===== config.mk =====
export PLATFORM = sky130hd
export DESIGN_NAME = fault_test_sequencer
export DESIGN_NICKNAME = d
export VERILOG_FILES = /design/src/rtl/fault_test_pkg.sv /design/src/rtl/settle_timer.sv /design/src/rtl/fault_test_sequencer.sv
export SDC_FILE = /design/constraint.sdc
export NUM_CORES = 1
export LEC_CHECK = 0
export CORE_MARGIN = 4
export CORE_UTILIZATION = 35
export CTS_CLUSTER_SIZE = 16
export DETAILED_ROUTE_END_ITERATION = 7
export PLACE_DENSITY_LB_ADDON = 0.1
export SLEW_MARGIN = 15
export SYNTH_ARGS = -nofsm -noshare
export SYNTH_HDL_FRONTEND = slang
export SYNTH_SLANG_ARGS = --single-unit
export TNS_END_PERCENT = 30

===== constraint.sdc =====
create_clock -name clk -period 2.55 [get_ports clk]
set_clock_uncertainty 0.05 [all_clocks]
set_input_delay 0.51 -clock clk [delete_from_list [all_inputs] [get_ports clk]]
set_output_delay 0.51 -clock clk [all_outputs]
set_load 0.05 [all_outputs]

===== src/rtl/fault_test_pkg.sv =====
// Shared types and sizing for the exhaustive 3-input fault test sequencer.
package fault_test_pkg;

  localparam int unsigned NUM_VECTORS = 8;
  localparam int unsigned VEC_W       = 3;
  localparam int unsigned CNT_W       = 4;

  typedef enum logic [2:0] {
    ST_IDLE,
    ST_APPLY,
    ST_SETTLE,
    ST_COMPARE,
    ST_DONE
  } state_e;

endpackage


===== src/rtl/settle_timer.sv =====
// Settle delay: load arms the timer, expire_o is high during the last settle cycle.
module settle_timer #(
  parameter int unsigned SETTLE_CYCLES = 2
) (
  input  logic clk,
  input  logic rst,
  input  logic load_i,
  output logic expire_o
);

  localparam int unsigned TMR_W = 4;

  logic [TMR_W-1:0] cnt_q, cnt_d;
  logic             expire_q, expire_d;

  // Expire is registered one count early so it lines up with the final settle cycle.
  always_comb begin
    cnt_d    = cnt_q;
    expire_d = 1'b0;
    if (load_i) begin
      cnt_d    = TMR_W'(SETTLE_CYCLES);
      expire_d = (SETTLE_CYCLES == 1);
    end else if (cnt_q != '0) begin
      cnt_d    = cnt_q - TMR_W'(1);
      expire_d = (cnt_q == TMR_W'(2));
    end
  end

  always_ff @(posedge clk or posedge rst) begin
    if (rst) begin
      cnt_q    <= '0;
      expire_q <= 1'b0;
    end else begin
      cnt_q    <= cnt_d;
      expire_q <= expire_d;
    end
  end

  assign expire_o = expire_q;

endmodule


===== src/rtl/fault_test_sequencer.sv =====
// Applies all input vectors to a good and a fault-injected circuit and
// records how many vectors produced differing outputs.
module fault_test_sequencer #(
  parameter int unsigned SETTLE_CYCLES = 2,
  parameter int unsigned VEC_W         = fault_test_pkg::VEC_W
) (
  input  logic                             clk,
  input  logic                             rst,
  input  logic                             start,
  input  logic                             abort,
  input  logic                             z_good,
  input  logic                             z_fault,
  output logic                             x1,
  output logic                             x2,
  output logic                             x3,
  output logic                             busy,
  output logic                             done,
  output logic                             fault_detected,
  output logic [fault_test_pkg::CNT_W-1:0] mismatch_count,
  output logic [VEC_W-1:0]                 first_fail_vec
);

  import fault_test_pkg::*;

  localparam logic [VEC_W-1:0] LAST_VEC = VEC_W'(NUM_VECTORS - 1);
  localparam logic [CNT_W-1:0] CNT_MAX  = CNT_W'(NUM_VECTORS);

  state_e           state_q;
  logic [VEC_W-1:0] vec_q;
  logic [VEC_W-1:0] x_q;
  logic             busy_q;
  logic             done_q;
  logic             fault_q;
  logic [CNT_W-1:0] cnt_q;
  logic [VEC_W-1:0] first_q;

  logic timer_load_c;
  logic timer_expire;

  assign timer_load_c = (state_q == ST_APPLY);

  settle_timer #(
    .SETTLE_CYCLES(SETTLE_CYCLES)
  ) u_settle_timer (
    .clk     (clk),
    .rst     (rst),
    .load_i  (timer_load_c),
    .expire_o(timer_expire)
  );

  always_ff @(posedge clk or posedge rst) begin
    if (rst) begin
      state_q <= ST_IDLE;
      vec_q   <= '0;
      x_q     <= '0;
      busy_q  <= 1'b0;
      done_q  <= 1'b0;
      fault_q <= 1'b0;
      cnt_q   <= '0;
      first_q <= '0;
    end else begin
      case (state_q)
        ST_IDLE, ST_DONE: begin
          // start alone decides here; abort has nothing to cancel
          if (start) begin
            state_q <= ST_APPLY;
            vec_q   <= '0;
            x_q     <= '0;
            busy_q  <= 1'b1;
            done_q  <= 1'b0;
            fault_q <= 1'b0;
            cnt_q   <= '0;
            first_q <= '0;
          end
        end
        ST_APPLY, ST_SETTLE, ST_COMPARE: begin
          if (abort) begin
            state_q <= ST_IDLE;
            vec_q   <= '0;
            x_q     <= '0;
            busy_q  <= 1'b0;
            done_q  <= 1'b0;
            fault_q <= 1'b0;
            cnt_q   <= '0;
            first_q <= '0;
          end else if (state_q == ST_APPLY) begin
            state_q <= ST_SETTLE;
          end else if (state_q == ST_SETTLE) begin
            if (timer_expire) state_q <= ST_COMPARE;
          end else begin
            if (z_good != z_fault) begin
              if (cnt_q != CNT_MAX) cnt_q <= cnt_q + CNT_W'(1);
              fault_q <= 1'b1;
              if (!fault_q) first_q <= vec_q;
            end
            // vec_q stays on the last vector in DONE instead of wrapping
            if (vec_q == LAST_VEC) begin
              state_q <= ST_DONE;
              x_q     <= '0;
              busy_q  <= 1'b0;
              done_q  <= 1'b1;
            end else begin
              state_q <= ST_APPLY;
              vec_q   <= vec_q + VEC_W'(1);
              x_q     <= vec_q + VEC_W'(1);
            end
          end
        end
        default: begin
          state_q <= ST_IDLE;
          busy_q  <= 1'b0;
          done_q  <= 1'b0;
          x_q     <= '0;
        end
      endcase
    end
  end

  assign {x1, x2, x3}   = x_q;
  assign busy           = busy_q;
  assign done           = done_q;
  assign fault_detected = fault_q;
  assign mismatch_count = cnt_q;
  assign first_fail_vec = first_q;

endmodule


=== Word level (Yosys, flattened, before mapping) ===
Index checks and enable logic that the tools add are counted.

* Register bits: 24
* Bits of input ports: 6
* Output and inout bits: 13
* Word-level logic and storage cells: 95

* Add/subtract/negate cells: 3
* Eq/ne operators: 17
* Mux-type cells: 52
* Reduce and logical (&&, ||, !) cells: 13

{| class="wikitable"
|+ Operator list
! operator !! count
|-
| $mux 3 || 20
|-
| $mux 4 || 8
|-
| $pmux 3 s2 || 4
|-
| $ne 3x3->1 const B || 7
|-
| $mux 1 || 16
|-
| $reduce_and 6->1 || 2
|-
| $reduce_and 5->1 || 2
|-
| $pmux 4 s2 || 1
|-
| $eq 3x2->1 const B || 2
|-
| $eq 3x3->1 const B || 2
|-
| $pmux 1 s2 || 3
|-
| $ne 5x4->1 const B || 1
|-
| $add 4x1->4 const B || 1
|-
| $eq 4x2->1 const B || 1
|-
| $ne 4x4->1 const B || 1
|-
| $reduce_and 4->1 || 1
|-
| $reduce_bool 2->1 || 2
|-
| $reduce_bool 4->1 || 1
|-
| $sub 4x1->4 const B || 1
|-
| $add 3x1->3 const B || 1
|-
| $eq 3x1->1 const B || 1
|-
| $logic_not 3->1 || 1
|-
| $reduce_and 3->1 || 1
|-
| $reduce_or 3->1 || 1
|-
| other kinds (4) || 4
|}

=== Longest topological paths before layout ===
* Depth in word-level cells: 7
* Mapped depth: 6
* Mapped depth without buffers: 5

=== By module ===
A second synthesis with hierarchy kept.

* Cells, all modules: 131
* Area total of the unflattened synthesis: 1316.3 um2

{| class="wikitable"
|+ Modules (own cells, without submodules)
! module !! times used !! cells an instance !! area each (um2)
|-
| fault_test_sequencer || 1 || 103 || 1038.5
|-
| settle_timer || 1 || 28 || 277.8
|}

=== Worst setup path before layout ===
No wires, ideal clock.

* Path kind: register to register
* Start point: register cnt_q[0] (netlist: mismatch_count[0])
* End point: register cnt_q[0] (netlist: mismatch_count[0])
* Arrival time: 1.378 ns
* Data required time: 2.363 ns
* Path slack: 0.985 ns
* Stages on the path, launching flop included: 6
* Path buffers: 0
* Period minus slack after synthesis: 1.565 ns
* Path through: dfrtp_1 inv_1 ha_1 nand3b_1 and2_1 o221ai_1

* Cells in the longest elaborated chain, start to end: 7
* Elaborated cells on any way between the ends: 10

{| class="wikitable"
|+ RTL lines
! element !! RTL line !! text
|-
| start, declared || fault_test_sequencer.sv:34 || <nowiki>logic [CNT_W-1:0] cnt_q;</nowiki>
|-
| start signal, assigned || fault_test_sequencer.sv:92 || <nowiki>if (cnt_q != CNT_MAX) cnt_q <= cnt_q + CNT_W'(1);</nowiki>
|-
| $add 4x1->4 || fault_test_sequencer.sv:92 ||
|-
| $mux 4 || fault_test_sequencer.sv:92 ||
|-
| $mux 4 || fault_test_sequencer.sv:91 || <nowiki>if (z_good != z_fault) begin</nowiki>
|-
| $mux 4 || fault_test_sequencer.sv:88 || <nowiki>end else if (state_q == ST_SETTLE) begin</nowiki>
|-
| $mux 4 || fault_test_sequencer.sv:86 || <nowiki>end else if (state_q == ST_APPLY) begin</nowiki>
|-
| $mux 4 || fault_test_sequencer.sv:77 || <nowiki>if (abort) begin</nowiki>
|-
| $pmux 4 s2 || fault_test_sequencer.sv:62 || <nowiki>case (state_q)</nowiki>
|}

Parallel ways exist; a longest one is shown, timed or not. The select of a mux whose other input is x is not followed.
A chain may end at the register's enable or synchronous reset.

=== Final worst setup path ===
* Start point: register fault_q (netlist: fault_detected)
* End point: output port fault_detected

{| class="wikitable"
|+ RTL lines
! element !! RTL line !! text
|-
| start, declared || fault_test_sequencer.sv:33 || <nowiki>logic fault_q;</nowiki>
|-
| start signal, assigned || fault_test_sequencer.sv:58 || <nowiki>fault_q <= 1'b0;</nowiki>
|-
| start signal, assigned || fault_test_sequencer.sv:71 || <nowiki>fault_q <= 1'b0;</nowiki>
|-
| start signal, assigned || fault_test_sequencer.sv:83 || <nowiki>fault_q <= 1'b0;</nowiki>
|-
| end, declared || fault_test_sequencer.sv:18 || <nowiki>output logic fault_detected,</nowiki>
|}

No word-level cell between the ends.

==> qor.yml <==
floorplanning:
  floorplan.core_area_um2: 3770
  rows: 22
  initial_core_util_pct: 37.3
  boundaryPins: 19
  die_h_um: 71.4
  fp.dieW_um: 71.4
  die-area_um2: 5090
drt:
  num_vias: 1066
  drc: 0
  routedWlPerCell_um: 14.4
  viasPerCell: 5.25
  drt_iter0_drc: 72
  first_pass_iters: 4
  routed_wl_mm: 2.91
  ant_nets: 0
critical_path:
  path_buf_inv: 1
  slowest_stage: "clkdlybuf4s50_1"
  cp.arrival_ns: 1.63
  rrSetupSlack_ns: 0.70
  path_delay_family: "buffers and inverters"
  cpPeakStageDelay_ns: 0.86
  path_class: "register to primary output"
  crit_path_end_kind: "primary output"
  crit_path_cell_trace: "clkdlybuf4s50_1"
  cp.required_ns: 1.99
  crit_fanout: 9
  startpoint: "fault_detected"
  reg2reg_from: "state_q[1]"
  startpoint_type: "register"
power_and_ir_drop:
  clockPowerShare_pct: 21.4
  p_int_uw: 955
  seqPwrFrac_pct: 36.4
  power.density_nw_per_um2: 927
  p_sw_uw: 620
  swShare_pct: 39.4
  p_leak_nw: 0.706
  ir_drop_mv: 0.412
  combPwrFrac_pct: 42.3
synthesis:
  yosysWarnings: 0
  postSynthNetCount: 150
  synth-seq-cells: 24
  netlist_area_um2: 1410
  synth_top_area_cell: "dfrtp_1"
  ys.flop_type: "dfrtp_1"
  synth-edff-count: 0
  synth-async-reset-ratio_pct: 100
  netlist_instances: 136
  yosysTopAreaCellShare_pct: 42.7
  synth_most_common_cell: "dfrtp_1"
  avgSynthCellArea_um2: 10.3
  ys_top_cells_by_area: "dfrtp_1 43%, ha_1 7.1%, inv_1 4.5%"
  synth_seq_area_share_pct: 42.7
  synthTopCellsByCount: "24 x dfrtp_1, 17 x inv_1, 8 x ha_1, 8 x nor2_1, 7 x nand3_1"
  synth_cell_type_count: 40
clock_network:
  clkSinkCount: 24
  cts_max_level: 1
  cts_setup_buffers: 0
  cts_hold_buf: 0
  clk_latency_ns: 0.27
  cts_buffers: 3
  cts_tree: "yes"
  clockRootBuffer: "clkbuf_8"
  path_clk_slew_ns: 0.09
  cts.repair.resized: 0
  cts.path.max_buffers: 2
grt:
  overflow: 0
  grt_pass1_vias: 1111
  grt_max_degree: 25
  antenna_found_initial: 0
  grtUsageTotal_pct: 12.4
  grt_pass1_wl_mm: 5.19
place:
  dp_hpwl_mm: 2.14
  io_buffers: 18
  gp_congestion: 0.751
  dpl.cell_count: 199
job:
  max-cap-violations: 0
sta:
  timing_hold_violations_final: 0
  period_minus_slack_ns: 2.19
  fmax_ghz: 0.457
  period_share_pct: 85.9
  setup_viol: 0
  slew_headroom_pct: 62.1
  slew_violations: 0
  final.setup.tns_ns: 0
  rsz0062_at_grt: "no"
  tightestPinTransition_ns: 0.569
cells_and_area:
  stdcell_count: 203
  drive_above_1_share_pct: 10.3
  num_antenna_cells: 0
  areaGrowthSynthToFinish_pct: 20.9
  nFillCells: 360
  fin_nets: 170
hold_path:
  min_from: "u_settle_timer.cnt_q[3]"
  min_path_type: "register to register"
run_status:
  outcome: "finished clean"
worst reg2reg max path: cells and delay by family, from the launching register on:
family | cells | cell delay [ns]
simple gates | 1 | 0.53
flops | 1 | 0.55
compound gates | 1 | 0.32
mux | 1 | 0.30
power groups by stage:
stage	Clock (mW)	Combinational, mW	Sequential (mW)
finish	0.337	0.666	0.573
global route	0.357	0.738	0.590
CTS	0.343	0.677	0.575
detailed placement	0	0.675	0.582
global placement	0	0.666	0.577
floorplan	0	0.466	0.644
kinds of logic (layout without fill, tap and decap cells):
logic type	count (synthesis)	count (layout)	synth area share (%)
AO/OA/AOI/OAI	29	29	16.7
XOR/XNOR	6	6	3.74
adder cells (fa/ha/maj)	9	9	7.93
buffers and inverters	25	44	8.46
flip-flops	24	24	42.7
multiplexers	3	3	2.85
AND/OR/NAND/NOR	40	40	17.6
cell usage in the layout, fill, tap and decap left out, drive strengths merged, types with 3 or more instances in the layout:
cell           count
a22o               3
buf                5
clkbuf             3
clkdlybuf4s50     18
dfrtp             24
ha                 8
inv               17
nand3              7
nand4              6
nand4b             4
nor2               8
nor3b              3
o2111ai            4
o211ai             6
o221ai             3
xnor2              5
per-layer routing:
| layer | track usage (%) | share of wire, % |
|---|---|---|
| met5 | 0 | 0 |
| met4 | 3.13 | 0.86 |
| met3 | 2.24 | 3.1 |
| met2 | 20.2 | 45 |
| met1 | 17.0 | 51 |
per-stage QoR:
| step | power (mW) | area [um2] | util [%] | hold slack (ns) | setup WS (ns) |
|---|---|---|---|---|---|
| floorplan | 1.11 | 1410 | - | 0.405 | 0.985 |
| global placement | 1.24 | 1630 | 43.2 | 0.414 | 0.453 |
| detailed placement | 1.26 | 1630 | 43.2 | 0.426 | 0.401 |
| CTS | 1.59 | 1700 | 45.1 | 0.451 | 0.342 |
| global route | 1.68 | 1700 | 45.1 | 0.477 | 0.287 |
| finish | 1.58 | 1700 | 45.1 | 0.448 | 0.360 |
state kept, by name, summed over array words and instances, names as in the netlist:
register,cells
x_q,3
busy,1
u_settle_timer.cnt_q,4
fault_detected,1
first_fail_vec,3
vec_q,3
mismatch_count,4
done,1
u_settle_timer.expire_o,1
state_q,3
worst paths after layout:
| check | to | depth (start not counted) |
|---|---|---|
| worst max-delay path | fault_detected | 1 |
| worst min-delay path | u_settle_timer.expire_o | 1 |
| worst max register to register | x_q[1] | 3 |
| worst min register to register | u_settle_timer.expire_o | 1 |
| max in group asynchronous | fault_detected | 3 |
| min in group asynchronous | first_fail_vec[1] | 3 |
final cells by class:
| class | count | area (um2) | share of cell area [%] |
|---|---|---|---|
| clock buffers | 3 | 41.3 | 2.43 |
| clock inverters | 1 | 30.0 | 1.77 |
| repair buffers | 23 | 218 | 12.8 |
| flip-flops and latches | 24 | 601 | 35.3 |
| well taps | 48 | 60.1 | 3.53 |
| inverters | 17 | 63.8 | 3.76 |
| multi-input cells | 87 | 686 | 40.4 |
Note: power is estimated with default switching activity, not from simulation.
==> RTL edit 1, RTL diff (config.mk and constraints unchanged) <==
The 5 states of `state_e` get a Gray code encoding in 3 bits.
--- a/src/rtl/fault_test_pkg.sv
+++ b/src/rtl/fault_test_pkg.sv
@@ -8,7 +8,7 @@
   typedef enum logic [2:0] {
-    ST_IDLE,
-    ST_APPLY,
-    ST_SETTLE,
-    ST_COMPARE,
-    ST_DONE
+    ST_IDLE    = 3'b000,
+    ST_APPLY   = 3'b001,
+    ST_SETTLE  = 3'b011,
+    ST_COMPARE = 3'b010,
+    ST_DONE    = 3'b110
   } state_e;
Formal check against the unedited RTL: same outputs for any inputs over 10 cycles, from zero or initial values and one cycle with rst high; not proved beyond that.
==> RTL edit 1 against the unedited design <==
  * Utilization is 0.28 points lower
  * Design area is 2.8% lower
  * Sequential cell count stayed put
  * Routed wire length is 7.4% lower
  * Largest power group unchanged
  * Area after synthesis is 4.1% lower
  * Largest cell class unchanged
  * Critical endpoint is now mismatch_count[3]
  * Highest routed layer unchanged
  * Die area is 3.6% lower
  * Setup slack better by 110 ps
  * Total power is 1.2% higher
==> RTL edit 1: results (changes against the unedited design) <==
CP top delay family = buffers and inverters (unchanged)
Synth area leaders = dfrtp_1 45%, ha_1 7.4%, mux2_1 3.3% (was dfrtp_1 43%, ha_1 7.1%, inv_1 4.5%)
placed cell count = 190 (was 199)
CTS resizes = 0 (unchanged)
Antenna Cells = 0 (unchanged)
postcts setup bufs = 0 (unchanged)
synth cell count leaders = 24 x dfrtp_1, 9 x inv_1, 8 x a21oi_1, 8 x ha_1, 8 x nor2_1 (was 24 x dfrtp_1, 17 x inv_1, 8 x ha_1, 8 x nor2_1, 7 x nand3_1)
RePlAce Congestion = 0.730 (was 0.751)
Synth async-reset ratio = 1.00 (unchanged)
Netlist cell types = 40 (unchanged)
clock buffer depth = 2 (unchanged)
number of global-route vias before repair = 959 (was 1,111)
post-DR vias/cell = 5.05 (was 5.25)
post-synthesis mux area share = 0.0743 (was 0.0285)
VDD IR-drop max = 0.000428 V (was 0.000412 V)
syn nets = 140 (was 150)
Post-Synthesis Cells = 126 (was 136)
post-synthesis xor/xnor area fraction = 0.0325 (was 0.0374)
Total GRT Usage = 0.113 (was 0.124)
Arrival @ worst endpoint = 1520 ps (was 1630 ps)
layout cells sized above 1 = 0.116 (was 0.103)
status = finished clean (unchanged)
hold crit path type = reg -> reg (unchanged)
synth warn = 0 (unchanged)
crit path max-delay cell type = clkdlybuf4s50_1 (unchanged)
Root Buffer = clkbuf_8 (unchanged)
Num CTS Buffers = 3 (unchanged)
Synth Area in Compound Gates = 0.164 (was 0.167)
largest net degree at the start of global routing = 25 (unchanged)
Seq. cell area = 601 µm² (unchanged)
Final nets = 161 (was 170)
Adder-Cell Fraction of Synth Area = 0.0743 (was 0.0793)
clk_lat worst skew = 260 ps
PortBufs = 18 (unchanged)
first-pass GRT wire length = 4570 µm (was 5190 µm)
drt wl/cell = 13.9 µm (was 14.4 µm)
Reg clk slew, reported paths = 90 ps (about the same)
max-cap violations = 0 (unchanged)
Filler cells = 365 (was 360)
Post-DP Area = 1580 µm² (was 1630 µm²)
total leakage power = 0.755 nW (was 0.706 nW)
Crit Path Max Fanout = 5 (was 9)
Seq/Total Area, Yosys = 0.446 (was 0.427)
1st-iter DRT viols = 30 (was 72)
total wire length = 2700 µm (was 2910 µm)
final hold violations = 0 (unchanged)
DP HPWL = 2010 µm (was 2140 µm)
antenna violations before repair = 0 (unchanged)
Worst-Margin Slew = 550 ps (was 569 ps)
Starting Density = 0.365 (was 0.373)
DR pass1 iterations = 4 (unchanged)
max incr delay on CP = 830 ps (was 860 ps)
H-tree depth = 1 (unchanged)
-- RTL edit 1: cell count changes after synthesis, moves of 4 or more --
cell | before | now
nand4b_1 | 4 | 0
nand2_1 | 1 | 5
inv_1 | 17 | 9
nand3_1 | 7 | 2
o2111ai_1 | 4 | 0
o21ai_0 | 0 | 5
nor2b_1 | 0 | 4
mux2_1 | 0 | 4
nand4_1 | 6 | 0
a21oi_1 | 2 | 8
o211ai_1 | 6 | 0
-- RTL edit 1: routing by layer --
metal	part of all wire	GRT usage	up-vias
met5	0	0	-
met4	0.0089	0.0447	0
met3	0.034	0.0187	2
met2	0.49	0.192	14
met1	0.46	0.142	479
li1	-	-	485
-- RTL edit 1: layout make-up --
class	instances	area share
inverter	9	0.0205
timing repair buffer	20	0.118
sequential	24	0.364
multi-input combinational	89	0.418
tap	48	0.0364
clock buffer	3	0.0250
clock inverter	1	0.0182
-- RTL edit 1: metrics by stage --
step / power, W / worst slack, ps
final: 0.00159 / 468
after global routing: 0.00170 / 421
after CTS: 0.00162 / 462
after detailed placement: 0.00128 / 320
after global placement: 0.00126 / 344
after floorplan: 0.00109 / 854
-- RTL edit 1: kinds of logic (layout without fill, tap and decap cells) --
kind of cell               Yosys count  after routing
AOI/OAI and AO/OA                   30             30
xor gates and xnor gates             5              5
adders and majority gates            8              8
buffers and inverters               13             33
DFF                                 24             24
muxes                                8              8
and+or+nand+nor                     38             38
-- RTL edit 1: power breakdown --
group	switching, W	internal (W)
Combinational	0.000385	0.000294
Sequential	0.000114	0.000469
Clock	0.000122	0.000210
Total	0.000621	0.000973
-- RTL edit 1: final timing paths --
path | from | endpoint | slack [ps] | cells past startpoint
setup / recovery | mismatch_count[3] | mismatch_count[3] | 470 | 1
hold / removal | u_settle_timer.cnt_q[3] | u_settle_timer.expire_o | 440 | 1
setup reg to reg | state_q[2] | busy | 640 | 4
hold reg to reg | u_settle_timer.cnt_q[3] | u_settle_timer.expire_o | 440 | 1
max in group asynchronous | rst | mismatch_count[0] | 1680 | 3
min in group asynchronous | rst | x_q[2] | 530 | 3
==> RTL edit 2, RTL diff (config.mk and constraints unchanged) <==
Without the edit above. `CNT_W`: 4 -> 5.
--- a/src/rtl/fault_test_pkg.sv
+++ b/src/rtl/fault_test_pkg.sv
@@ -5,3 +5,3 @@
   localparam int unsigned VEC_W       = 3;
-  localparam int unsigned CNT_W       = 4;
+  localparam int unsigned CNT_W       = 5;
 
Ports: changed (resized mismatch_count); port bits go from 19 to 20. No check against the original RTL was run, so the function may have changed too.
==> RTL edit 2 against the unedited design <==
  * Routed wire length increased by 21%
  * Worst hold slack got worse by 2.6 ps
  * Area after synthesis increased by 10%
  * First-iteration DRC count rose by 2.8%
  * Setup slack lost 38 ps
  * Final cell count rose by 7.9%
  * Fmax fell by 1.7%
  * Synthesized cell count is 8.8% higher
  * Combinational power increased by 8.0%
  * Clock power fell by 29%
  * Total power is 0.44% lower
  * Sequential share of layout area shrank 1.3 points
  * Design area rose by 8.2%
  * Sequential cell count is 1 higher
  * Critical path type unchanged
  * Critical endpoint unchanged
  * Highest routed layer unchanged
==> RTL edit 2: results (changes against the unedited design) <==
status = finished clean (unchanged)
VDD IR-drop max = 0.000380 V (was 0.000412 V)
relative slew slack = 0.489 (was 0.621)
Total GRT Usage = 0.144 (was 0.124)
number of global-route vias before repair = 1,293 (was 1,111)
GR Overflow Total = 0 (unchanged)
Arrival @ worst endpoint = 1670 ps (was 1630 ps)
Netlist cell types = 44 (was 40)
PortBufs = 19 (was 18)
Seq/Total Area, Yosys = 0.404 (was 0.427)
layout cells sized above 1 = 0.154 (was 0.103)
total wire length = 3520 µm (was 2910 µm)
drt wl/cell = 16.1 µm (was 14.4 µm)
synth cell count leaders = 25 x dfrtp_1, 16 x inv_1, 8 x ha_1 (was 24 x dfrtp_1, 17 x inv_1, 8 x ha_1, 8 x nor2_1, 7 x nand3_1)
first-pass GRT wire length = 6200 µm (was 5190 µm)
Post-DP Area = 1790 µm² (was 1630 µm²)
largest net degree at the start of global routing = 26 (was 25)
max reg flops = 5
clk_lat worst skew = 270 ps (about the same)
1st-iter DRT viols = 74 (was 72)
placed cell count = 215 (was 199)
Crit Path Max Fanout = 9 (unchanged)
hold crit path type = reg -> reg (unchanged)
CP top delay family = buffers and inverters (unchanged)
RePlAce Congestion = 0.760 (was 0.751)
Filler cells = 416 (was 360)
net switching fraction of the power = 0.434 (was 0.394)
Avg Cell Area, Syn = 10.5 µm² (was 10.3 µm²)
Final nets = 184 (was 170)
syn nets = 162 (was 150)
Synth area leaders = dfrtp_1 40%, ha_1 6.5%, o211ai_2 5.7% (was dfrtp_1 43%, ha_1 7.1%, inv_1 4.5%)
placement-stage worst setup slack = 307 ps (was 401 ps)
CTS resizes = 0 (unchanged)
total leakage power = 0.780 nW (was 0.706 nW)
DP HPWL = 2470 µm (was 2140 µm)
post-DR vias/cell = 5.69 (was 5.25)
Reg clk slew, reported paths = 90 ps (about the same)
clock buffer depth = 2 (unchanged)
-- RTL edit 2: changes by cell type in the layout (fill, tap and decap cells not counted), sizes merged, moves of 3 or more --
cell,change
o211ai,+5
o221ai,-3
nand2,+6
nor4b,+3
-- RTL edit 2: cell families (layout without fill, tap and decap cells) --
kind of cell | count (synthesis) | after routing | synth area share
xor gates and xnor gates | 6 | 6 | 0.0339
adders and majority gates | 9 | 9 | 0.0719
AOI/OAI and AO/OA | 37 | 37 | 0.219
and+or+nand+nor | 46 | 46 | 0.188
DFF | 25 | 25 | 0.404
muxes | 2 | 2 | 0.0145
buffers and inverters | 23 | 44 | 0.0687
-- RTL edit 2: through the flow --
stage                     utilization  hold slack, ps
after floorplan                     -             404
after global placement          0.433             416
after detailed placement        0.433             429
after CTS                       0.444             455
after global routing            0.444             466
final                           0.444             446
-- RTL edit 2: path summary, 6_finish.rpt --
path,end,cells past startpoint,slack [ps],from
hold reg to reg,busy,1,450,busy
hold / removal,busy,1,450,busy
setup reg to reg,mismatch_count[3],3,780,state_q[0]
min in group asynchronous,u_settle_timer.cnt_q[2],3,540,rst
setup / recovery,fault_detected,1,320,fault_detected
max in group asynchronous,vec_q[1],3,1670,rst
-- RTL edit 2: power by group through the flow --
stage | registers [W] | clock network, W | logic, W
6_report | 0.000609 | 0.000240 | 0.000719
5_1_grt | 0.000628 | 0.000273 | 0.000794
4_1_cts | 0.000607 | 0.000254 | 0.000729
3_5_place_dp | 0.000615 | 0 | 0.000728
3_3_place_gp | 0.000611 | 0 | 0.000717
2_1_floorplan | 0.000646 | 0 | 0.000532
-- RTL edit 2: layout make-up --
class | count | area, µm² | area share
Clock buffer | 3 | 41.3 | 0.0224
Multi-Input combinational cell | 100 | 817 | 0.444
Timing Repair Buffer | 24 | 228 | 0.124
Clock inverter | 1 | 5.00 | 0.00272
Tap cell | 50 | 62.6 | 0.0340
Inverter | 16 | 60.1 | 0.0327
Sequential cell | 25 | 626 | 0.340
-- RTL edit 2: layer usage --
metal | routed length, µm | global-route usage | up-vias
li1 | - | - | 594
met1 | 1720 | 0.202 | 621
met2 | 1630 | 0.223 | 28
met3 | 135 | 0.0351 | 4
met4 | 36 | 0.0356 | 0
met5 | 0 | 0 | -
